<file path="src/rtl/branch_pkg.sv">
// rtl/branch_pkg.sv - shared types, counter constants and counter update helper for branch_unit
//
// Contents:
//   br_type_e  : branch type encoding (BR_EQ .. BR_NONE, values 0-7)
//   CNT_*      : 2-bit saturating counter reset/limit values
//   next_cnt() : saturating increment on taken, saturating decrement on not taken
package branch_pkg;

  typedef enum logic [2:0] {
    BR_EQ   = 3'd0,
    BR_NE   = 3'd1,
    BR_LT   = 3'd2,
    BR_GE   = 3'd3,
    BR_LTU  = 3'd4,
    BR_GEU  = 3'd5,
    BR_JAL  = 3'd6,
    BR_NONE = 3'd7
  } br_type_e;

  localparam logic [1:0] CNT_RESET = 2'b01;
  localparam logic [1:0] CNT_MAX   = 2'b11;
  localparam logic [1:0] CNT_MIN   = 2'b00;

  function automatic logic [1:0] next_cnt(input logic [1:0] cnt, input logic taken);
    logic [1:0] res;
    res = cnt;
    if (taken) begin
      if (cnt != CNT_MAX) res = cnt + 2'd1;
    end else begin
      if (cnt != CNT_MIN) res = cnt - 2'd1;
    end
    return res;
  endfunction

endpackage

</file>
<file path="src/rtl/branch_cmp.sv">
// rtl/branch_cmp.sv - combinational branch condition evaluation
//
// Ports:
//   rdata1, rdata2 : XLEN-bit operands
//   br_type        : branch type (see branch_pkg::br_type_e)
//   taken          : resolved direction (JAL/JALR always taken, none never taken)
module branch_cmp #(
  parameter int XLEN = 32
) (
  input  logic [XLEN-1:0] rdata1,
  input  logic [XLEN-1:0] rdata2,
  input  logic [2:0]      br_type,
  output logic            taken
);
  import branch_pkg::*;

  always_comb begin
    taken = 1'b0;
    case (br_type_e'(br_type))
      BR_EQ:   taken = (rdata1 == rdata2);
      BR_NE:   taken = (rdata1 != rdata2);
      BR_LT:   taken = ($signed(rdata1) <  $signed(rdata2));
      BR_GE:   taken = ($signed(rdata1) >= $signed(rdata2));
      BR_LTU:  taken = (rdata1 <  rdata2);
      BR_GEU:  taken = (rdata1 >= rdata2);
      BR_JAL:  taken = 1'b1;
      default: taken = 1'b0;
    endcase
  end

endmodule

</file>
<file path="src/rtl/branch_unit.sv">
// rtl/branch_unit.sv - branch resolution with registered result, handshake and optional BHT
//
// Optional feature macro: BRANCH_UNIT_BHT_EN (builds the 2-bit counter table;
// without it fetch_pred_taken is 0 and pred_taken is ignored).
//
// Ports:
//   clk, rst            : clock, synchronous active-high reset
//   fetch_pc            : PC being fetched; fetch_pred_taken is its combinational prediction
//   in_valid / in_ready : request handshake (rdata1, rdata2, br_type, pc, target, pred_taken)
//   flush               : kills the held result and blocks acceptance this cycle
//   out_valid/out_ready : result handshake (br_taken, mispredict, redirect_pc)
module branch_unit #(
  parameter int XLEN      = 32,
  parameter int BHT_DEPTH = 64
) (
  input  logic            clk,
  input  logic            rst,
  input  logic [XLEN-1:0] fetch_pc,
  output logic            fetch_pred_taken,
  input  logic            in_valid,
  output logic            in_ready,
  input  logic [XLEN-1:0] rdata1,
  input  logic [XLEN-1:0] rdata2,
  input  logic [2:0]      br_type,
  input  logic [XLEN-1:0] pc,
  input  logic [XLEN-1:0] target,
  input  logic            pred_taken,
  input  logic            flush,
  output logic            out_valid,
  input  logic            out_ready,
  output logic            br_taken,
  output logic            mispredict,
  output logic [XLEN-1:0] redirect_pc
);
  import branch_pkg::*;

  logic accept;
  logic cmp_taken;
  logic pred_eff;
  logic unused_bits;

  // Reset clears out_valid, so the unit reports ready while reset is held.
  assign in_ready = rst || !out_valid || out_ready;
  assign accept   = in_valid && in_ready && !flush && !rst;

  branch_cmp #(.XLEN(XLEN)) u_cmp (
    .rdata1  (rdata1),
    .rdata2  (rdata2),
    .br_type (br_type),
    .taken   (cmp_taken)
  );

  always_ff @(posedge clk) begin
    if (rst) begin
      out_valid   <= 1'b0;
      br_taken    <= 1'b0;
      mispredict  <= 1'b0;
      redirect_pc <= '0;
    end else if (flush) begin
      out_valid <= 1'b0;
    end else if (accept) begin
      out_valid   <= 1'b1;
      br_taken    <= cmp_taken;
      mispredict  <= cmp_taken ^ pred_eff;
      redirect_pc <= cmp_taken ? target : pc + XLEN'(4);
    end else if (out_ready) begin
      out_valid <= 1'b0;
    end
  end

`ifdef BRANCH_UNIT_BHT_EN
  localparam int IDX = $clog2(BHT_DEPTH);

  logic [1:0]     bht [BHT_DEPTH];
  logic [IDX-1:0] upd_idx;
  logic [IDX-1:0] fetch_idx;
  logic           bht_we;

  assign upd_idx   = pc[IDX+1:2];
  assign fetch_idx = fetch_pc[IDX+1:2];
  // Only conditional branches train the table; JAL/JALR and none never do.
  assign bht_we    = accept && (br_type <= 3'(BR_GEU));

  // Read is from the array directly: a same-cycle update is not bypassed.
  assign fetch_pred_taken = bht[fetch_idx][1];
  assign pred_eff         = pred_taken;
  assign unused_bits      = ^{fetch_pc[XLEN-1:IDX+2], fetch_pc[1:0]};

  always_ff @(posedge clk) begin
    if (rst) begin
      for (int i = 0; i < BHT_DEPTH; i++) bht[i] <= CNT_RESET;
    end else if (bht_we) begin
      bht[upd_idx] <= next_cnt(bht[upd_idx], cmp_taken);
    end
  end
`else
  logic [$clog2(BHT_DEPTH)-1:0] unused_idx;

  assign fetch_pred_taken = 1'b0;
  assign pred_eff         = 1'b0;
  assign unused_idx       = fetch_pc[$clog2(BHT_DEPTH)+1:2];
  assign unused_bits      = ^{fetch_pc, pred_taken};
`endif

endmodule

</file>
<file path="config.mk">
export PLATFORM = sky130hd
export DESIGN_NAME = branch_unit
export DESIGN_NICKNAME = d
export VERILOG_FILES = /design/src/rtl/branch_pkg.sv /design/src/rtl/branch_cmp.sv /design/src/rtl/branch_unit.sv
export SDC_FILE = /design/constraint.sdc
export NUM_CORES = 1
export LEC_CHECK = 0
export ABC_CLOCK_PERIOD_IN_PS = 5900
export CAP_MARGIN = 5
export CORE_MARGIN = 2
export CORE_UTILIZATION = 35
export DETAILED_ROUTE_END_ITERATION = 8
export PLACE_DENSITY = 0.79
export SLEW_MARGIN = 30
export SYNTH_ARGS = -nofsm -noshare
export SYNTH_HDL_FRONTEND = slang
export SYNTH_HIERARCHICAL = 1
export SYNTH_SLANG_ARGS = --single-unit
</file>
<file path="constraint.sdc">
create_clock -name clk -period 5.9 [get_ports clk]
set_input_delay 1.18 -clock clk [delete_from_list [all_inputs] [get_ports clk]]
set_output_delay 1.18 -clock clk [all_outputs]
set_load 0.01 [all_outputs]
</file>
==> metrics.txt <==
Detailed Place HPWL=8290 um; Max Clk Rate=226 MHz; CP cell instances=clkdlybuf4s50_1 -> inv_1 -> ha_1 -> nand4_1 -> or4_1 -> a21o_1 -> a31oi_1 -> a311oi_1 -> and4_4 -> nor3_4 -> buf_4 -> buf_4 -> a211o_1 -> a21oi_1 -> nor4b_1; WL per Instance=15.2 um; share of layout cells above drive strength 1=5.10%; I/O Pins=about 200; drt via density=5.32; Syn Std Cell Area=~3100 um2; fill count=a little under 800; net load switching power=0.000225 W; Max Slew Vio Count=0; Worst R2R Start=out_valid; count leader, synth=inv_1; FF+latch count, synth=34; post-CTS setup buffers=0; Worst Setup Start Kind=input pin; Max rail drop VDD=just over 0.08 mV; Final Net Count=770; async set-reset flop share out of synthesis=0%; pwr dens=approximately 140 nW/um2; Setup Slack @ Placement=approximately 1.2 ns; post-route ant nets=0; largest net degree at the start of global routing=35; top post-synthesis cells by count=inv_1 (41), a21oi_1 (39), dfxtp_1 (34); CTS tree=built; slowest CP cell=or4_1; Seq pwr share=about a third; crit end category=flip-flop; sequential fraction of the synthesis area=about 22%; post-route setup TNS=0 ns; Final min period=about 4.4 ns; Die H=about 98 um; post-cts sizing count=0; gpl congestion=~0.9; switching share of power=31.2%; core area=between 8000 and 9000 um2; Syn Inst Count=~400; Hold Vio Cnt, Final=0; CP Class=input pin to flip-flop; Detailed Route WL=~10000 um; Antenna diodes=0; Worst Hold Class=flip-flop to flip-flop; EDFF count, synth=0; total CTS buffers=5; clock share of power=26.2%; CTS Hold Bufs=0; Setup Skew=0.00485 ns; ranking of synthesized cells by area=dfxtp_1 (22%), ha_1 (13%), a21oi_1 (6.4%); crit path launch=rdata2[13]; Clock Path Buffers=2; DRT Pass-1 Iters=4; clock insertion delay at the later pin of the skew report=about 0.3 ns; clock slew at reported path FFs=0.07 ns; Slew @ Worst Pin=approximately 0.65 ns; library cells used by synthesis=51; vias in the first global route=approximately 3600; CTS sink count=34; die footprint=~9500 um2; post-synth top area cell=dfxtp_1; CP Buf/Inv Count=4; Leakage=between 1.5 and 2 nW; Syn. warnings=6; critical path required time=between 6 and 7 ns; DRC violations left=0; last element of the critical path=redirect_pc[29]; final core utilization=between 50% and 60%; GRT Total Usage=between 20% and 30%; grt ovf=0; combinational cell fraction of total power=around two fifths; share of the synthesized area in the top cell type=~22%; arrival time worst endpoint=around 4.6 ns; R2R depth=5; Pint=approximately 0.00050 W; status=complete, no violations; Initial Utilization=35.6%; Rows=34; unrepaired setup endpoints after global routing=no; first-pass GRT wire length=16700 um; vias=about 3600; PortBufs=around 170; crit-path max FO=34; initial antenna violation count=0; CP most frequent cell=buf_4; H-tree Lvls=2; maxcap violations=0; Die W=97.7 um; Reg-to-Reg End=redirect_pc[12]; crit-path max cell delay=0.59 ns; Final Setup Violations=0; Worst slew margin=between 50 and 60%; Synth-to-Final Area Change=61.9%; prevailing post-synth register cell=dfxtp_1; worst setup margin=1.47 ns; Mean Syn Cell Area=roughly 7.6 um2; R2R Setup Slk=~4 ns; Final Cycle Share=around 75%; Root Buffer=clkbuf_8; Synth Net Count=between 600 and 700; number of DRC markers in iteration 0=128; delay-heaviest family, CP=simple AND/OR/NAND/NOR gates; critical path depth=15
-- layer usage --
metal	share of wire, %	vias up	global-route usage [%]
li1	-	1786	-
met5	0	-	0
met3	6.3	22	4.24
met4	2.7	0	8.55
met1	42	1648	25.6
met2	49	145	36.7
-- final cells by class --
type                       instances  area [um2]  share of cell area, %
timing repair buffer             176        1750                   35.2
clock buffer                       7        86.3                   1.73
tap                              108         135                   2.72
multi-input combinational        310        2170                   43.5
inverter                          41         154                   3.09
sequential                        34         681                   13.7
clock inverter                     1        5.00                  0.101
-- cells in the final DEF (no fill, tap or decap), types with 13 or more instances in the layout --
cell,count
nand2_1,31
nand3_1,22
nand4_1,18
dfxtp_1,34
xor2_1,13
xnor2_1,13
nor2_1,16
inv_1,41
ha_1,33
a21oi_1,39
clkdlybuf4s50_1,171
nor3_1,13
o21ai_0,17
-- worst reg2reg max path, stage by stage (launching register included) --
cell and delay, ns:
dfxtp_1 0.32, nand2b_1 0.11, and3_2 0.55, nand2b_1 0.45
o221ai_1 0.29, nor2_1 0.07
-- worst min path at each step --
stage / endpoint / depth (start not counted) / startpoint
3_5_place_dp: redirect_pc[6] / 2 / redirect_pc[6]
6_report: redirect_pc[6] / 2 / redirect_pc[6]
5_1_grt: redirect_pc[5] / 2 / redirect_pc[5]
4_1_cts: redirect_pc[6] / 2 / redirect_pc[6]
2_1_floorplan: redirect_pc[4] / 2 / redirect_pc[4]
3_3_place_gp: redirect_pc[6] / 2 / redirect_pc[6]
-- kinds of logic (layout without fill, tap and decap cells) --
kind of cell,count (synthesis),in the layout,share of synthesized area [%]
AND/OR/NAND/NOR,149,149,28.5
XOR/XNOR,26,26,7.41
buffers and inverters,60,225,7.61
adder cells (fa/ha/maj),33,33,13.4
AO/OA/AOI/OAI,95,95,18.8
multiplexers,6,6,1.95
other,1,1,0.122
flip-flops,34,34,22.1
-- power by group through the flow --
stage,clock [W],combinational (W),sequential [W]
after floorplan,0,0.000117,0.000260
after global placement,0,0.000272,0.000255
after detailed placement,0,0.000280,0.000255
after CTS,0.000192,0.000282,0.000250
after global routing,0.000200,0.000308,0.000251
final,0.000189,0.000281,0.000250
-- flip-flops by register name, indices dropped and copies added, names as in the netlist --
name	flops
out_valid	1
mispredict	1
redirect_pc	32
-- metrics by stage --
| step | power [W] | cell area [um2] | hold slack (ns) | instances |
|---|---|---|---|---|
| 3_3_place_gp | 0.000527 | 4880 | 0.445 | 669 |
| 6_report | 0.000720 | 4980 | 0.457 | 677 |
| 2_1_floorplan | 0.000377 | 3070 | 0.476 | 404 |
| 4_1_cts | 0.000723 | 4970 | 0.459 | 677 |
| 5_1_grt | 0.000759 | 4980 | 0.481 | 677 |
| 3_5_place_dp | 0.000535 | 4880 | 0.449 | 669 |
Note: power is estimated with default switching activity, not from simulation.
